### src/rtl/width_adapt_pkg.sv
// rtl/width_adapt_pkg.sv - conversion modes and the width conversion function
package width_adapt_pkg;

  localparam logic [1:0] MODE_ZTRUNC = 2'd0;
  localparam logic [1:0] MODE_STRUNC = 2'd1;
  localparam logic [1:0] MODE_USAT   = 2'd2;
  localparam logic [1:0] MODE_SSAT   = 2'd3;

  // Returns {ovf, data}; din is zero-padded to 64 bits, only the low out_w result bits matter.
  function automatic logic [64:0] conv(input logic [63:0] din, input logic [1:0] mode,
                                       input int in_w, input int out_w);
    logic [63:0] res;
    logic        ovf;
    logic        sgn;
    logic        top;
    logic        any_d;
    logic        mixed_d;
    res     = '0;
    ovf     = 1'b0;
    sgn     = 1'b0;
    top     = 1'b0;
    any_d   = 1'b0;
    mixed_d = 1'b0;
    for (int i = 0; i < 64; i++) begin
      if (i == in_w - 1)  sgn = din[i];
      if (i == out_w - 1) top = din[i];
    end
    for (int i = 0; i < 64; i++) begin
      if (i < in_w && i < out_w) res[i] = din[i];
      else if (i < out_w)        res[i] = mode[0] & sgn;
      if (i >= out_w && i < in_w) begin
        any_d   = any_d | din[i];
        mixed_d = mixed_d | (din[i] ^ top);
      end
    end
    // Signed range check: bits [in_w-1:out_w-1] must all agree for the value to fit.
    if (out_w < in_w) begin
      case (mode)
        MODE_ZTRUNC: ovf = any_d;
        MODE_STRUNC: ovf = mixed_d;
        MODE_USAT: begin
          if (any_d) begin
            ovf = 1'b1;
            for (int i = 0; i < 64; i++) begin
              if (i < out_w) res[i] = 1'b1;
            end
          end
        end
        default: begin
          if (mixed_d) begin
            ovf = 1'b1;
            for (int i = 0; i < 64; i++) begin
              if (i < out_w) res[i] = (i == out_w - 1) ? sgn : !sgn;
            end
          end
        end
      endcase
    end
    return {ovf, res};
  endfunction

endpackage

### src/rtl/width_adapt_stage.sv
// rtl/width_adapt_stage.sv - one elastic register slot of the adapter pipeline
module width_adapt_stage #(
  parameter int W = 8
) (
  input  logic         clk,
  input  logic         rst_n,
  input  logic         in_valid,
  input  logic [W-1:0] in_data,
  input  logic         out_ready,
  output logic         out_valid,
  output logic [W-1:0] out_data
);

  logic         v;
  logic [W-1:0] data;
  logic         load;

  // Slot refills when empty or when its occupant leaves this cycle.
  assign load      = !v || out_ready;
  assign out_valid = v;
  assign out_data  = data;

  always_ff @(posedge clk or negedge rst_n) begin
    if (!rst_n) begin
      v    <= 1'b0;
      data <= '0;
    end else if (load) begin
      v <= in_valid;
      if (in_valid) data <= in_data;
    end
  end

endmodule

### src/rtl/width_adapt_pipe.sv
// rtl/width_adapt_pipe.sv - registered, back-pressurable width adapter with overflow count
module width_adapt_pipe
  import width_adapt_pkg::*;
#(
  parameter int IN_W   = 16,
  parameter int OUT_W  = 32,
  parameter int STAGES = 2,
  parameter int CNT_W  = 16
) (
  input  logic             clk,
  input  logic             rst_n,
  input  logic             in_valid,
  output logic             in_ready,
  input  logic [IN_W-1:0]  in_data,
  input  logic [1:0]       in_mode,
  output logic             out_valid,
  input  logic             out_ready,
  output logic [OUT_W-1:0] out_data,
  output logic             out_ovf,
  input  logic             ovf_clr,
  output logic [CNT_W-1:0] ovf_count
);

  localparam int PW = OUT_W + 1;
  localparam logic [CNT_W-1:0] CNT_MAX = '1;

  logic [63:0]   in_ext;
  logic [64:0]   cv;
  logic          conv_unused;
  logic [PW-1:0] pay [STAGES+1];
  logic          vld [STAGES+1];
  logic [STAGES:0] rdy;
  logic          ovf_xfer;
  logic [CNT_W-1:0] cnt;

  always_comb begin
    in_ext = '0;
    in_ext[IN_W-1:0] = in_data;
  end

  assign cv          = conv(in_ext, in_mode, IN_W, OUT_W);
  assign conv_unused = ^cv;
  assign pay[0]      = {cv[64], cv[OUT_W-1:0]};
  assign vld[0]      = in_valid;

  // Ready chain resolved back-to-front in one block so the stall propagates in a single cycle.
  always_comb begin
    rdy = '0;
    rdy[STAGES] = out_ready;
    for (int k = STAGES - 1; k >= 0; k--) begin
      rdy[k] = !vld[k+1] || rdy[k+1];
    end
  end

  for (genvar g = 0; g < STAGES; g++) begin : g_stage
    width_adapt_stage #(.W(PW)) u_stage (
      .clk       (clk),
      .rst_n     (rst_n),
      .in_valid  (vld[g]),
      .in_data   (pay[g]),
      .out_ready (rdy[g+1]),
      .out_valid (vld[g+1]),
      .out_data  (pay[g+1])
    );
  end

  assign in_ready  = rdy[0];
  assign out_valid = vld[STAGES];
  assign out_data  = pay[STAGES][OUT_W-1:0];
  assign out_ovf   = pay[STAGES][OUT_W];

  assign ovf_xfer  = out_valid && out_ready && out_ovf;

  always_ff @(posedge clk or negedge rst_n) begin
    if (!rst_n) begin
      cnt <= '0;
    end else if (ovf_clr) begin
      cnt <= ovf_xfer ? CNT_W'(1) : '0;
    end else if (ovf_xfer && cnt != CNT_MAX) begin
      cnt <= cnt + 1'b1;
    end
  end

  assign ovf_count = cnt;

endmodule

### config.mk
export PLATFORM = sky130hd
export DESIGN_NAME = width_adapt_pipe
export DESIGN_NICKNAME = d
export VERILOG_FILES = /design/src/rtl/width_adapt_pkg.sv /design/src/rtl/width_adapt_stage.sv /design/src/rtl/width_adapt_pipe.sv
export SDC_FILE = /design/constraint.sdc
export NUM_CORES = 1
export LEC_CHECK = 0
export ABC_AREA = 1
export CAP_MARGIN = 25
export CORE_UTILIZATION = 39
export CTS_BUF_LIST = sky130_fd_sc_hd__clkbuf_2
export DETAILED_ROUTE_END_ITERATION = 12
export PLACE_DENSITY = 0.62
export SKIP_CTS_REPAIR_TIMING = 1
export SYNTH_ARGS = -nofsm -noshare
export SYNTH_HDL_FRONTEND = slang
export SYNTH_HIERARCHICAL = 1
export SYNTH_SLANG_ARGS = --single-unit
export TNS_END_PERCENT = 10
### constraint.sdc
create_clock -name clk -period 2.1 [get_ports clk]
set_input_delay 0.315 -clock clk [delete_from_list [all_inputs] [get_ports clk]]
set_output_delay 0.315 -clock clk [all_outputs]
set_load 0.03 [all_outputs]
# After elaboration in Yosys (flattened, before gate mapping)
# Index checks and enable logic that the tools add are counted.
# classes
muxes	1
bitwise	1
n_reduce_logical	6
# ops
operator	n
$mux 16	1
$reduce_and 2->1	2
$logic_not 1->1	2
$logic_or 1x1->1	2
$and 1x1->1	1
# totals
reg_bits	52
inputBits	23
output_inout_bits	51
elab_cells	13

# Depth between registers and ports, before layout
# Gate-level depths: netlist of the first run.
# logic_depth
word_depth	4
depth_mapped	10
ltp_nobuf	9

# By module
# Netlist of the first run, hierarchy kept.
# modules_own_cells
mod	instances	cells_per_inst	area_each_um2	seq_area_each_um2
width_adapt_stage	2	147	1367.6	850.8
width_adapt_pipe	1	164	1076.0	400.4

# Worst setup path before layout of the first run
# OpenSTA, ideal clock, no wires.
# synth_path
path_type	register to register
startpoint	reg ovf_count[0] (netlist name)
endpoint	reg cnt[2] (netlist: ovf_count[2])
setup_ns	0.066
t_arrival_ns	1.633
t_required_ns	2.034
path_slack_ns	0.401
stages_incl_launch_ff	11
n_path_buf	1
synth_period_minus_slack_ns	1.699
path_cell_list	dfrtp_1 -> ha_1 -> nand2_1 -> nor2_1 -> nand2_2 -> nor2_4 -> nor2_4 -> nor2_4 -> buf_6 -> nand2_1 -> nand2_1
# synth_lines
item	line	rtl
to (signal assigned)	width_adapt_pipe.sv:78	cnt <= ovf_xfer ? CNT_W'(1) : '0;
to (signal assigned)	width_adapt_pipe.sv:80	cnt <= cnt + 1'b1;
to (decl)	width_adapt_pipe.sv:34	logic [CNT_W-1:0] cnt;

# Final worst setup path of the first run
# layout_path
startpoint	reg cnt[3] (netlist: ovf_count[3])
endpoint	out ovf_count[3]
# layout_lines
item	line	rtl
to (decl)	width_adapt_pipe.sv:21	output logic [CNT_W-1:0] ovf_count
# No word-level cell between the ends.

==> results of run 1 <==
## layout make-up
cell class	instances	area [um^2]	share of cell area, %
clock buffers	9	45.0	0.940
multi-input cells	330	1460	30.5
repair buffers	81	836	17.4
flip-flops and latches	84	2100	43.9
well taps	129	161	3.37
clock inverters	7	105	2.19
inverters	21	78.8	1.65
## cells in the final DEF (no fill, tap or decap), drive strengths merged
master / synthesis / layout
nand2: 203 / 203
nand3: 85 / 85
dfrtp: 84 / 84
clkdlybuf4s50: 0 / 57
inv: 21 / 24
nor2: 22 / 22
dlymetal6s2s: 0 / 14
clkbuf: 0 / 9
buf: 23 / 9
nand4: 5 / 5
a21oi: 4 / 4
xor2: 4 / 4
o21ai: 3 / 3
bufinv: 0 / 2
nand3b: 1 / 1
nor3: 1 / 1
ha: 1 / 1
clkinv: 0 / 1
clkinvlp: 0 / 1
conb: 1 / 1
dlygate4sd3: 0 / 1
## sequential cells by signal, summed over array words and instances, names as in the netlist
register and flops:
g_stage.u_stage/out_data 66, g_stage.u_stage/out_valid 2, ovf_count 16
## through the flow
| stage | area [um^2] | total power [mW] |
|---|---|---|
| global route | 4790 | 4.62 |
| detailed placement | 4600 | 3.37 |
| CTS | 4750 | 4.40 |
| global placement | 4600 | 3.35 |
| floorplan | 3810 | 2.83 |
| finish | 4790 | 4.34 |
## synth_stat cells, types with 5 or more instances
cell / count / share of area [%]
nand2_1: 198 / 20
nand3_1: 85 / 11
nor2_1: 18 / 1.8
dfrtp_1: 84 / 55
buf_2: 11 / 1.4
nand4_1: 5 / 0.82
buf_6: 7 / 2.1
inv_1: 19 / 1.9
## power by group through the flow
| stage | Clock, mW | Combinational [mW] | Sequential (mW) |
|---|---|---|---|
| after detailed placement | 0 | 1.30 | 2.07 |
| final | 1.02 | 1.29 | 2.04 |
| after CTS | 1.06 | 1.31 | 2.04 |
| after floorplan | 0 | 0.427 | 2.40 |
| after global routing | 1.14 | 1.40 | 2.08 |
| after global placement | 0 | 1.29 | 2.06 |
## per-layer routing
layer | part of all wire (%) | routed length, um | GRT usage [%] | up-vias
met5 | 0 | 0 | 0 | -
met4 | 1.4 | 118 | 7.80 | 0
met3 | 4.1 | 353 | 3.26 | 10
met2 | 49 | 4260 | 30.6 | 77
met1 | 45 | 3890 | 23.7 | 1550
li1 | - | - | - | 1587
## final timing paths
kind	startpoint	endpoint	slack, ns	cells past startpoint
worst max-delay path	ovf_count[3]	ovf_count[3]	0.11	1
worst min-delay path	rst_n	ovf_count[5]	0.25	2
worst max register to register	ovf_count[0]	ovf_count[11]	0.33	9
worst min register to register	g_stage[1].u_stage/out_data[31]	g_stage[1].u_stage/out_data[31]	0.51	2
max in group asynchronous	rst_n	g_stage[1].u_stage/out_data[30]	1.21	3
min in group clk	in_data[13]	g_stage[0].u_stage/out_data[13]	0.29	3
## logic make-up (layout without fill, tap and decap cells)
logic type,count (synthesis),after routing,synth area share [%]
AOI/OAI and AO/OA,7,7,0.919
xor gates and xnor gates,4,4,0.919
adders and majority gates,1,1,0.328
buffers and inverters,44,118,6.47
DFF,84,84,55.2
other,1,1,0.0984
and+or+nand+nor,317,317,36.1
==> metrics, run 1 <==
status complete, no violations; Global Route Usage Sum approximately 18%; Clock Pin Slew Worst Setup and Hold Paths roughly 0.25 ns; share of layout cells above drive strength 1 6.77%; post-layout util 51.1%; Synth Flop Type dfrtp_1; final hold violation count 0; Max Cap Viol 0; WL/cell approximately 13 um; Starting Density between 40% and 50%; number of synthesized flops with an enable pin 0; Synth cell types 21; Critical Path AT between 1.5 and 2 ns; asr flop ratio synth 100%; Synth Area per Inst around 8.3 um^2; Mapped Nets between 400 and 500; crit share post-route 94.9%; Worst Skew a little under 0.03 ns; Core ar. between 9000 and 10000 um^2; Die Ht 101 um; initial antenna violation count 0; RSZ-0062 raised after global routing no; Startpoint Class register; Placement Setup Slack about 0.16 ns; total negative slack 0 ns; diode count 0; Cell Int Power roughly 2.8 mW; final setup vio count 0; CTS Buffer Depth 2; Critical-path top delay cell clkdlybuf4s50_1; Die ar. roughly 10000 um^2; Fin Hold WS approximately 0.25 ns; HP Class primary input to asynchronous set/reset pin; Cells after Synth 458; CP max FO 5; maximum vdd drop around 0.00037 V; DP Wirelength between 5000 and 6000 um; Final Worst Setup Slack around 0.11 ns; Cells after DPL between 600 and 700; P_sw around 1.6 mW; Die Wd 101 um; minimum clock period ~2 ns; Root Driver clkbuf_2; Iteration-0 DRC Markers ~130; Num Clock Sinks 84; drc violations 0; combinational group share of total power 29.7%; Crit. End Element output port; Fill cells 949; H-tree levels 3; crit path kind register to output port; WP data required 1.78 ns; worst path cell trace clkdlybuf4s50_1; total routed wirelength about 8600 um; fin nets ~550; Antenna Violating Nets Remaining 0; Top Ports 74; input/output buffers 72; num rows 35; P&R area growth vs syn 25.7%; largest net degree at the start of global routing 49; synth warn 6; RePlAce Congestion 0.826; Slew Viols, Final 0; Relative slew margins around two thirds; worst stage delay on the critical path 0.71 ns; area of the mapped netlist 3810 um^2; worst slew pin tran 0.529 ns; DR vias/cell slightly below 5; first-pass GRT wire length 14700 um; fmax roughly 0.5 GHz; Seq/Total Area, Yosys between 50% and 60%; Bufs and invs on worst path 1; Leakage between 2 and 3 nW; critical path's top delay family buffers and inverters; sw frac ~36%; FF+latch count, synth 84; Clk pwr share about a quarter; PD cells slightly above 900 nW/um^2; clock latency on the worst-skew pair ~0.54 ns; vias in the first global route between 3000 and 4000; GRT Residual Overflow 0; Final Non-Filler Cells approximately 660; CTS tree built; Vias approximately 3200; drt pass-1 iters 5; register share of total power 46.9%; total CTS buffers 9
Note: power is estimated with default switching activity, not from simulation.
==> inputs of run 2 (changes only) <==
- CAP_MARGIN: 25 -> not set
==> results of run 2 <==
Final layout, timing and power as in run 1 (identical DEF).
==> inputs of run 3 (changes only) <==
- HOLD_SLACK_MARGIN: not set -> 0.12
==> results of run 3 <==
Final layout, timing and power as in run 1 (identical DEF).
